$ cat src/rtl/bpred_update_arbiter_if.sv
// Port bundle between the branch predictor arbiter and its neighbours:
// fetch lookups, execute resolutions and the single predictor table port.
interface bpred_update_arbiter_if #(
    parameter int IDX_W = 4,
    parameter int DEPTH = 4
);
    logic                       fetch_req;
    logic [IDX_W-1:0]           fetch_idx;
    logic                       fetch_stall;
    logic                       res_valid;
    logic [IDX_W-1:0]           res_idx;
    logic                       res_taken;
    logic                       res_pred_taken;
    logic                       tbl_valid;
    logic                       tbl_we;
    logic [IDX_W-1:0]           tbl_idx;
    logic                       tbl_taken;
    logic                       flush;
    logic [$clog2(DEPTH):0]     q_count;

    modport master (
        output fetch_req, fetch_idx,
        output res_valid, res_idx, res_taken, res_pred_taken,
        input  fetch_stall, tbl_valid, tbl_we, tbl_idx, tbl_taken,
        input  flush, q_count
    );

    modport slave (
        input  fetch_req, fetch_idx,
        input  res_valid, res_idx, res_taken, res_pred_taken,
        output fetch_stall, tbl_valid, tbl_we, tbl_idx, tbl_taken,
        output flush, q_count
    );
endinterface

$ cat src/rtl/bpred_update_arbiter.sv
// Shares the single predictor table port between fetch lookups and
// queued counter updates, and raises the misprediction flush.
module bpred_update_arbiter #(
    parameter int IDX_W      = 4,
    parameter int DEPTH      = 4,
    parameter int STARVE_MAX = 3
) (
    input logic                 clk,
    input logic                 reset,
    bpred_update_arbiter_if.slave bus
);
    localparam int PTR_W = $clog2(DEPTH);
    localparam int CNT_W = PTR_W + 1;
    localparam int SC_W  = $clog2(STARVE_MAX + 1);

    logic [IDX_W-1:0] q_idx [DEPTH];
    logic [DEPTH-1:0] q_taken;
    logic [PTR_W-1:0] wr_ptr;
    logic [PTR_W-1:0] rd_ptr;
    logic [CNT_W-1:0] count;
    logic [SC_W-1:0]  starve_cnt;
    logic             flush_q;

    logic not_empty;
    logic full;
    logic upd_pri;
    logic upd_go;
    logic fetch_go;

    // Update priority and the port grant; reset blocks every grant.
    always_comb begin
        not_empty = (count != '0);
        full      = (count == CNT_W'(DEPTH));
        upd_pri   = not_empty &&
                    (!bus.fetch_req || full ||
                     starve_cnt == SC_W'(STARVE_MAX));
        upd_go    = upd_pri && !reset;
        fetch_go  = bus.fetch_req && !upd_pri && !reset;
    end

    // Table port mux and gated status outputs.
    always_comb begin
        bus.tbl_valid   = 1'b0;
        bus.tbl_we      = 1'b0;
        bus.tbl_idx     = '0;
        bus.tbl_taken   = 1'b0;
        unique case (1'b1)
            upd_go: begin
                bus.tbl_valid = 1'b1;
                bus.tbl_we    = 1'b1;
                bus.tbl_idx   = q_idx[rd_ptr];
                bus.tbl_taken = q_taken[rd_ptr];
            end
            fetch_go: begin
                bus.tbl_valid = 1'b1;
                bus.tbl_idx   = bus.fetch_idx;
            end
            default: ;
        endcase
        bus.fetch_stall = bus.fetch_req && upd_pri && !reset;
        bus.flush       = flush_q && !reset;
        bus.q_count     = reset ? '0 : count;
    end

    // Queue storage; contents need no reset since count gates them.
    always_ff @(posedge clk) begin
        if (bus.res_valid) begin
            q_idx[wr_ptr]   <= bus.res_idx;
            q_taken[wr_ptr] <= bus.res_taken;
        end
    end

    // Pointers, occupancy, starvation counter and flush register.
    always_ff @(posedge clk) begin
        if (reset) begin
            wr_ptr     <= '0;
            rd_ptr     <= '0;
            count      <= '0;
            starve_cnt <= '0;
            flush_q    <= 1'b0;
        end else begin
            flush_q <= bus.res_valid &&
                       (bus.res_taken ^ bus.res_pred_taken);
            if (bus.res_valid)
                wr_ptr <= wr_ptr + 1'b1;
            if (upd_go)
                rd_ptr <= rd_ptr + 1'b1;
            case ({bus.res_valid, upd_go})
                2'b10:   count <= count + 1'b1;
                2'b01:   count <= count - 1'b1;
                default: count <= count;
            endcase
            if (upd_go || !not_empty)
                starve_cnt <= '0;
            else if (fetch_go && starve_cnt != SC_W'(STARVE_MAX))
                starve_cnt <= starve_cnt + 1'b1;
        end
    end
endmodule

$ cat src/flat_wrapper.sv
// flat-port wrapper written by rule: the top's interface ports become plain ports
module bpred_update_arbiter_flat 
#(
    parameter int IDX_W      = 4,
    parameter int DEPTH      = 4,
    parameter int STARVE_MAX = 3
)
  (clk, reset, bus_fetch_req, bus_fetch_idx, bus_res_valid, bus_res_idx, bus_res_taken, bus_res_pred_taken, bus_fetch_stall, bus_tbl_valid, bus_tbl_we, bus_tbl_idx, bus_tbl_taken, bus_flush, bus_q_count);
  bpred_update_arbiter_if #(.IDX_W(IDX_W), .DEPTH(DEPTH)) bus_i ();
  input logic clk;
  input logic reset;
  input wire logic [$bits(bus_i.fetch_req)-1:0] bus_fetch_req;
  input wire logic [$bits(bus_i.fetch_idx)-1:0] bus_fetch_idx;
  input wire logic [$bits(bus_i.res_valid)-1:0] bus_res_valid;
  input wire logic [$bits(bus_i.res_idx)-1:0] bus_res_idx;
  input wire logic [$bits(bus_i.res_taken)-1:0] bus_res_taken;
  input wire logic [$bits(bus_i.res_pred_taken)-1:0] bus_res_pred_taken;
  output wire logic [$bits(bus_i.fetch_stall)-1:0] bus_fetch_stall;
  output wire logic [$bits(bus_i.tbl_valid)-1:0] bus_tbl_valid;
  output wire logic [$bits(bus_i.tbl_we)-1:0] bus_tbl_we;
  output wire logic [$bits(bus_i.tbl_idx)-1:0] bus_tbl_idx;
  output wire logic [$bits(bus_i.tbl_taken)-1:0] bus_tbl_taken;
  output wire logic [$bits(bus_i.flush)-1:0] bus_flush;
  output wire logic [$bits(bus_i.q_count)-1:0] bus_q_count;
  assign bus_i.fetch_req = bus_fetch_req;
  assign bus_i.fetch_idx = bus_fetch_idx;
  assign bus_i.res_valid = bus_res_valid;
  assign bus_i.res_idx = bus_res_idx;
  assign bus_i.res_taken = bus_res_taken;
  assign bus_i.res_pred_taken = bus_res_pred_taken;
  assign bus_fetch_stall = bus_i.fetch_stall;
  assign bus_tbl_valid = bus_i.tbl_valid;
  assign bus_tbl_we = bus_i.tbl_we;
  assign bus_tbl_idx = bus_i.tbl_idx;
  assign bus_tbl_taken = bus_i.tbl_taken;
  assign bus_flush = bus_i.flush;
  assign bus_q_count = bus_i.q_count;
  bpred_update_arbiter #(.IDX_W(IDX_W), .DEPTH(DEPTH), .STARVE_MAX(STARVE_MAX)) u_core (.clk(clk), .reset(reset), .bus(bus_i));
endmodule
$ cat config.mk
export PLATFORM = sky130hd
export DESIGN_NAME = bpred_update_arbiter_flat
export DESIGN_NICKNAME = d
export VERILOG_FILES = /design/src/rtl/bpred_update_arbiter_if.sv /design/src/rtl/bpred_update_arbiter.sv /design/src/flat_wrapper.sv
export SDC_FILE = /design/constraint.sdc
export NUM_CORES = 1
export LEC_CHECK = 0
export CORE_UTILIZATION = 32
export CTS_CLUSTER_SIZE = 20
export DETAILED_ROUTE_END_ITERATION = 12
export SYNTH_ARGS = -nofsm -noshare
export SYNTH_HDL_FRONTEND = slang
export SYNTH_SLANG_ARGS = --single-unit
$ cat constraint.sdc
create_clock -name clk -period 7.3 [get_ports clk]
set_input_delay 2.19 -clock clk [delete_from_list [all_inputs] [get_ports clk]]
set_output_delay 2.19 -clock clk [all_outputs]
set_load 0.03 [all_outputs]
==> results of run 1 <==
==> synth_stat cells <==
| library cell | instances |
|---|---|
| edfxtp_1 | 20 |
| clkbuf_1 | 1 |
| nor3_2 | 1 |
| and2_1 | 5 |
| nor3_1 | 1 |
| o21a_1 | 1 |
| nor4_1 | 1 |
| o21ai_0 | 1 |
| mux2i_1 | 3 |
| fa_1 | 1 |
| xnor2_1 | 2 |
| a21oi_1 | 4 |
| a211oi_1 | 2 |
| nor4b_1 | 1 |
| a211oi_4 | 1 |
| or3_1 | 1 |
| nand2b_1 | 2 |
| a22o_1 | 4 |
| or2_4 | 1 |
| ha_1 | 6 |
| dfxtp_1 | 12 |
| xor2_1 | 2 |
| mux2_1 | 1 |
| mux4_2 | 5 |
| inv_1 | 8 |
| nor2_1 | 10 |
| nor2b_1 | 4 |
==> worst max-delay path by stage <==
| stage | from | endpoint | slack (ps) | cells after the start |
|---|---|---|---|---|
| floorplan | bus_fetch_req | bus_tbl_idx[2] | 1770 | 3 |
| global placement | reset | bus_tbl_idx[3] | 830 | 5 |
| detailed placement | reset | bus_tbl_idx[3] | 780 | 5 |
| CTS | reset | bus_tbl_idx[3] | 800 | 5 |
| global route | reset | bus_tbl_idx[3] | 680 | 5 |
| finish | reset | bus_tbl_idx[3] | 850 | 5 |
==> metrics by stage <==
step	instances	util [%]	power [mW]	hold WS, ps
floorplan	101	-	0.388	408
global placement	176	42.0	0.452	424
detailed placement	176	42.0	0.457	426
CTS	184	44.8	0.629	435
global route	184	44.8	0.658	466
finish	184	44.8	0.623	429
==> power by group through the flow <==
stage          Combinational (mW)  Sequential [mW]  Clock (mW)
2_1_floorplan               0.149            0.239           0
3_3_place_gp                0.206            0.246           0
3_5_place_dp                0.210            0.247           0
4_1_cts                     0.210            0.243       0.175
5_1_grt                     0.228            0.247       0.183
6_report                    0.208            0.242       0.173
==> flip-flops by register name, summed over array words and instances (netlist names), named ones only <==
signal,flops
u_core.count,3
u_core.flush_q,1
u_core.wr_ptr,2
u_core.rd_ptr,2
u_core.q_taken,4
u_core.starve_cnt,2
u_core.q_idx,16
==> layout by cell type, fill, tap and decap left out, types with 2 or more instances in the layout <==
master | netlist | final
nor2_1 | 10 | 10
and2_1 | 5 | 5
mux2i_1 | 3 | 3
mux4_2 | 5 | 5
a211oi_1 | 2 | 2
xor2_1 | 2 | 2
a22o_1 | 4 | 4
dfxtp_1 | 12 | 12
edfxtp_1 | 20 | 20
nand2b_1 | 2 | 2
a21oi_1 | 4 | 4
nor2b_1 | 4 | 4
ha_1 | 6 | 6
clkbuf_8 | 0 | 6
xnor2_1 | 2 | 2
clkdlybuf4s50_1 | 0 | 25
inv_1 | 8 | 8
==> kinds of logic after synthesis <==
group | after synthesis
flip-flops | 32
AND/OR/NAND/NOR | 27
AO/OA/AOI/OAI | 13
buffers and inverters | 9
multiplexers | 9
adder cells (fa/ha/maj) | 7
XOR/XNOR | 4
==> metal layers <==
metal	GRT usage (%)	share of wire (%)
met1	14.8	44
met2	18.5	50
met3	3.50	3.0
met4	9.11	3.3
met5	0	0
==> layout make-up <==
class | instances | area [um^2] | area share, %
Clock inverter | 2 | 33.8 | 1.83
Tap cell | 50 | 62.6 | 3.39
Timing Repair Buffer | 26 | 258 | 14.0
Multi-Input combinational cell | 60 | 538 | 29.2
Sequential cell | 32 | 841 | 45.6
Inverter | 8 | 30.0 | 1.63
Clock buffer | 6 | 82.6 | 4.47
==> run metrics, run 1 <==
clk slew on worst S/H paths 60 ps; routed len/inst between 10 and 15 um; largest net degree at the start of global routing 16; max cap viols 0; Cell Pwr Density ~340 nW/um^2; DR vias about 850; main combinational cell family by area after synthesis multiplexers; CP max FO 4; CTS tree done; synth unique cells 27; Cells after Synth around 100; Root Driver clkbuf_8; setup bufs post-CTS 0; CP Launch Type input port; R2R depth 9; Placed Instance Area ~1700 um^2; CP Capture Type primary output; total congestion overflow 0; Filler Cell Count ~370; H-tree lvl count 2; Die Span Y just under 70 um; Finished Cell Area 1850 um^2; Via-to-Cell Ratio about 4.6; initial DRC count 32; top cell type's share of synthesized area roughly 43%; vias in the first global route 819; Final WS setup between 800 and 900 ps; Initial Util 34.3%; Setup Slack @ Placement 781 ps; diodes inserted 0; #FFs+latches synth 32; Rows 23; syn_area_per_cell about 14 um^2; post_cts resized 0; Synth Area in XOR/XNOR about 2.5%; FF-to-FF setup slack 4760 ps; area grow syn2layout 30.6%; clock buffer count from CTS 5; Worst path max stage delay approximately 680 ps; VDD IR max about 130 uV; DRT Pass-1 Iters 4; critical path, cell by cell clkdlybuf4s50_1 > nand2b_1 > a211oi_1 > a22o_1 > clkdlybuf4s50_1; sequential share of power 38.9%; Synth Cell Area between 1000 and 1500 um^2; final hold vios 0; sw frac between 30% and 40%; fin. max-slew vios 0; number of nets in the layout roughly 150; num ports 26; Hold Crit Start u_core.starve_cnt[0]; Clock power frac about 28%; post-synthesis sequential area ratio 59.5%; logic gate share of total power about a third; worst slew pin tran about 620 ps; core area between 4000 and 5000 um^2; Post-Synth Simple-Gate Area between 10% and 20%; CTS Sinks 32; drt drc 0; RePlAce Congestion around 0.74; FF-to-FF Start u_core.starve_cnt[0]; hold_buf cts 0; leading post-synthesis cells by cell area edfxtp_1 (43%), dfxtp_1 (17%), mux4_2 (8.0%); Bufs and invs on worst path 2; HPWL after DPL 1730 um; Routed Antenna Nets 0; Post-Route Skew between 4 and 5 ps; hold crit path type reg -> reg; Die ar. ~4700 um^2; crit share post-route 88.3%; layout cells sized above 1 11.9%; area leader, netlist edfxtp_1; Max Freq roughly 160 MHz; normalized max-slew margin between 50% and 60%; critical setup path kind in -> out; Die X just under 70 um; Tmin final approximately 6400 ps; unrepaired setup endpoints after global routing false; Worst path top cell family by delay buffers and inverters; Worst Path Required about 5100 ps; Setup-failing EPs final 0; Lkg Pwr roughly 0.66 nW; Setup TNS 0 ps; adder-cell share of the synthesized area 6.73%; IO buf count 25; Reg-to-Reg End u_core.count[2]; Most common cell on crit path clkdlybuf4s50_1; status complete, no violations; Max clock buf depth 2; crit path DAT 4260 ps; multiplexer share of the synthesized area 10.9%; gr usage total 12.3%; internal power around 420 uW; Psw 198 uW; compound-gate portion of the synthesized area under 10%; Routed WL 2370 um; first-pass GRT wire length roughly 3900 um; Hold EP u_core.starve_cnt[0]; syn nets 122; Synth warnings 0; Worst-Skew Late Latency 280 ps; Worst path slowest cell clkdlybuf4s50_1; Hold Path Stages 1; antenna violations before repair 0
Note: power is estimated with default switching activity, not from simulation.
==> run 2, diff against run 1 <==
--- a/config.mk
+++ b/config.mk
@@ -8,6 +8,7 @@
 export CORE_UTILIZATION = 32
 export CTS_CLUSTER_SIZE = 20
 export DETAILED_ROUTE_END_ITERATION = 12
+export SKIP_CTS_REPAIR_TIMING = 1
 export SYNTH_ARGS = -nofsm -noshare
 export SYNTH_HDL_FRONTEND = slang
 export SYNTH_SLANG_ARGS = --single-unit
==> constraint.sdc (replaced) <==
create_clock -name clk -period 7.3 [get_ports clk]
set_input_delay 2.19 -clock clk [delete_from_list [all_inputs] [get_ports clk]]
set_output_delay 2.19 -clock clk [all_outputs]
set_load 0.05 [all_outputs]
==> run 2 against run 1 <==
Setup slack got worse by 130 ps. Power increased by 4.3%. Utilization unchanged. Non-clock buffer count unchanged. Worst hold slack unchanged. Clock-buffer cell count unchanged. Critical endpoint unchanged.
==> run metrics, run 2 (synthesis gave the netlist of run 1 again) <==
cell count after placement 176; CP Launch Type input port; H-tree lvl count 2; Worst path max stage delay around 810 ps; hold crit path type reg -> reg; Worst-Skew Late Latency about 280 ps; sequential share of power a little under two fifths; status complete, no violations; most frequent cells in the layout clkdlybuf4s50_1 (25), edfxtp_1 (20), dfxtp_1 (12); Root Driver clkbuf_8; DRT Pass-1 Iters 4; critical setup path kind in -> out; crit path DAT 4390 ps; Worst path slowest cell clkdlybuf4s50_1; Lkg Pwr about 0.66 nW; Max clock buf depth 2; Setup-failing EPs final 0; first-pass GRT wire length just under 4000 um; sequential cell area 841 um^2; area grow syn2layout 30.6%; diodes inserted 0; Die X approximately 68 um; FF-to-FF setup slack between 4000 and 5000 ps; final hold slack roughly 430 ps; Setup TNS 0 ps; final cell count without fillers roughly 180; IO buf count 25; Placed Instance Area ~1700 um^2; Initial Util between 30% and 40%; Die ar. 4680 um^2; crit share post-route 90.2%; largest net degree at the start of global routing 16; Die Span Y 68.4 um; DR vias around 850; FF-to-FF Start u_core.starve_cnt[0]; num ports 26; Tmin final 6580 ps; worst slew pin tran 623 ps; fin. max-slew vios 0; number of nets in the layout about 150; layout cells sized above 1 a little under an eighth; gr usage total approximately an eighth; Post-Route Skew roughly 4.8 ps; clock buffer count from CTS 5; initial DRC count 32; Finished Cell Area 1850 um^2; logic gate share of total power 36.1%; Filler Cell Count around 370; Psw 225 uW; final hold vios 0; CTS tree done; VDD IR max approximately 130 uV; Max Freq 152 MHz; Regs by FF count u_core.q_idx: 16 flops, u_core.q_taken: 4 flops, u_core.count: 3 flops; max cap viols 0; antenna violations before repair 0; Reg with most FFs u_core.q_idx; Most common cell on crit path clkdlybuf4s50_1; normalized max-slew margin 58.2%; Rows 23; sw frac 34.6%; unrepaired setup endpoints after global routing false; RePlAce Congestion around 0.74; Routed Antenna Nets 0; core area 4120 um^2; clk slew on worst S/H paths 60 ps; Multi-input gate area between 500 and 600 um^2; CTS Sinks 32; Routed WL 2370 um; CP Capture Type primary output; max reg flops 16; most common cell after layout, fill and taps aside clkdlybuf4s50_1; Clock power frac a little over a quarter; routed len/inst approximately 13 um; crit path from reset; vias in the first global route 819; drt drc 0; Worst Path Required ~5000 ps; HPWL after DPL 1730 um; CP max FO 4; Cell Pwr Density 352 nW/um^2; total congestion overflow 0; internal power 425 uW; critical path, cell by cell clkdlybuf4s50_1 > nand2b_1 > a211oi_1 > a22o_1 > clkdlybuf4s50_1; Via-to-Cell Ratio between 4 and 5; Hold Crit Start u_core.starve_cnt[0]
run 2: final timing paths:
path,cells past startpoint,end
hold reg to reg,1,u_core.starve_cnt[0]
setup reg to reg,9,u_core.count[2]
hold / removal,1,u_core.starve_cnt[0]
setup / recovery,5,bus_tbl_idx[3]
run 2: per-layer routing:
metal | part of all wire, % | global-route usage [%]
met5 | 0 | 0
met4 | 3.3 | 9.11
met3 | 3.0 | 3.50
met2 | 50 | 18.5
met1 | 44 | 14.8
run 2: area by class of cell:
| type | count | share of cell area, % |
|---|---|---|
| sequential | 32 | 45.6 |
| multi-input combinational | 60 | 29.2 |
| timing repair buffer | 26 | 14.0 |
| clock buffer | 6 | 4.47 |
| tap | 50 | 3.39 |
| clock inverter | 2 | 1.83 |
| inverter | 8 | 1.63 |
run 2: critical path: cells and delay by family:
family	cells	cell delay, ps
buf+inv	2	1220
simple gates	1	200
compound gates	2	770
run 2: per-stage QoR:
stage / power, mW / worst slack (ps) / util [%]
floorplan: 0.415 / 1480 / -
global placement: 0.479 / 701 / 42.0
detailed placement: 0.482 / 648 / 42.0
CTS: 0.655 / 671 / 44.8
global route: 0.685 / 552 / 44.8
finish: 0.650 / 718 / 44.8
run 2: power groups by stage:
stage,clock [mW],sequential (mW),combinational [mW]
global route,0.183,0.247,0.255
finish,0.173,0.242,0.235
global placement,0,0.246,0.233
CTS,0.175,0.243,0.237
floorplan,0,0.239,0.176
detailed placement,0,0.247,0.236
==> run 3, diff against run 2 <==
--- a/config.mk
+++ b/config.mk
@@ -5,7 +5,9 @@
 export SDC_FILE = /design/constraint.sdc
 export NUM_CORES = 1
 export LEC_CHECK = 0
+export CORE_ASPECT_RATIO = 1.75
 export CORE_UTILIZATION = 32
+export CTS_BUF_LIST = sky130_fd_sc_hd__clkbuf_2 sky130_fd_sc_hd__clkbuf_4 sky130_fd_sc_hd__clkbuf_8
 export CTS_CLUSTER_SIZE = 20
 export DETAILED_ROUTE_END_ITERATION = 12
 export SKIP_CTS_REPAIR_TIMING = 1
==> run 3 against run 2 <==
Combinational power about the same. Via count rose by 6.8%. Non-clock buffer count unchanged. Setup slack improved by 39 ps. Sequential power about the same. Worst hold slack better by 6.2 ps. First-iteration DRC count shrank 47%. Clock skew is 3.2 ps higher. Clock power down 25%. Clock-buffer cell count stayed put. Critical path depth unchanged. Final area decreased by 1.6%. Critical path type unchanged.
==> run metrics, run 3 (synthesis gave the netlist of run 1 again) <==
status complete, no violations; CTS tree done; Via-to-Cell Ratio just under 5; CP Capture Type primary output; core area 4190 um^2; Psw between 200 and 250 uW; gr usage total about 12%; normalized max-slew margin around 65%; Worst Path Required 5110 ps; initial DRC count 17; sequential share of power between 40 and 50%; critical setup path kind in -> out; diodes inserted 0; Lkg Pwr 0.641 nW; antenna violations before repair 0; Post-Route Skew around 8 ps; hold crit path type reg -> reg; Max clock buf depth 2; max reg flops 16; Rows 31; Die ar. about 4700 um^2; Routed WL 2600 um; Die X 52.2 um; Root Driver clkbuf_8; most common cell after layout, fill and taps aside clkdlybuf4s50_1; crit path DAT between 4000 and 5000 ps; unrepaired setup endpoints after global routing false; clock buffer count from CTS 5; fin. max-slew vios 0; Setup TNS 0 ps; RePlAce Congestion roughly 0.65; DR vias 910; number of nets in the layout around 150; vias in the first global route between 900 and 1000; sw frac a little under two fifths; Die Span Y ~90 um; Worst-Skew Late Latency 280 ps; routed len/inst between 10 and 15 um; final hold vios 0; Regs by FF count u_core.q_idx: 16 flops, u_core.q_taken: 4 flops, u_core.count: 3 flops; internal power just under 400 uW; largest net degree at the start of global routing 16; Finished Cell Area 1820 um^2; first-pass GRT wire length ~4100 um; crit share post-route 89.6%; Reg with most FFs u_core.q_idx; CP Launch Type input port; IO buf count 25; layout cells sized above 1 between 10% and 20%; drt drc 0; Tmin final about 6500 ps; VDD IR max 140 uV; HPWL after DPL approximately 2000 um; num ports 26; total congestion overflow 0; Placed Instance Area 1730 um^2; area grow syn2layout 28.5%; CTS Sinks 32; most frequent cells in the layout clkdlybuf4s50_1 (25), edfxtp_1 (20), dfxtp_1 (12); clk slew on worst S/H paths approximately 60 ps; Setup-failing EPs final 0; Initial Util between 30% and 40%; worst slew pin tran 517 ps; Cell Pwr Density 337 nW/um^2; Max Freq between 150 and 200 MHz; logic gate share of total power about two fifths; FF-to-FF setup slack about 4800 ps; CP max FO 9; max cap viols 0; H-tree lvl count 2; DRT Pass-1 Iters 3; Clock power frac 21.3%; Routed Antenna Nets 0
-- run 3: changes by cell type in the layout (fill, tap and decap cells not counted) --
cell        delta
bufinv_16      -1
clkbuf_4       +1
clkbuf_8       -1
clkinvlp_4     +1
-- run 3: critical path, stage by stage --
cell and delay (ps):
clkdlybuf4s50_1 450, nor2b_1 190, a211oi_4 480, a22o_1 240
clkdlybuf4s50_1 800
-- run 3: cell type report --
class / instances / area, um^2
inverter: 8 / 30.0
sequential: 32 / 841
tap: 49 / 61.3
timing repair buffer: 26 / 258
clock buffer: 6 / 76.3
multi-input combinational: 60 / 538
fill: 412 / 2370
clock inverter: 2 / 11.3
-- run 3: per-stage QoR --
| step | utilization, % | hold WS, ps | power (mW) | cells | setup WS [ps] |
|---|---|---|---|---|---|
| 2_1_floorplan | - | 408 | 0.415 | 101 | 1480 |
| 3_3_place_gp | 41.2 | 421 | 0.478 | 175 | 814 |
| 3_5_place_dp | 41.2 | 429 | 0.486 | 175 | 744 |
| 4_1_cts | 43.3 | 438 | 0.617 | 183 | 744 |
| 5_1_grt | 43.3 | 468 | 0.645 | 183 | 671 |
| 6_report | 43.3 | 435 | 0.612 | 183 | 757 |
-- run 3: routing by layer --
layer,track usage (%),vias up,part of all wire [%]
li1,-,429,-
met1,10.1,456,34
met2,23.9,19,60
met3,3.55,6,3.8
met4,6.58,0,2.3
met5,0,-,0
-- run 3: power groups by stage --
stage          registers, mW  logic, mW  clock network (mW)
5_1_grt                0.250      0.254               0.141
3_5_place_dp           0.249      0.237                   0
4_1_cts                0.246      0.238               0.134
6_report               0.245      0.236               0.130
3_3_place_gp           0.248      0.230                   0
2_1_floorplan          0.239      0.176                   0
-- run 3: path summary, 6_finish.rpt --
path                   startpoint                   end  cells past startpoint
max                 bus_fetch_req        bus_tbl_idx[2]                      5
min          u_core.starve_cnt[0]  u_core.starve_cnt[0]                      1
max reg2reg  u_core.starve_cnt[0]       u_core.count[2]                      9
min reg2reg  u_core.starve_cnt[0]  u_core.starve_cnt[0]                      1
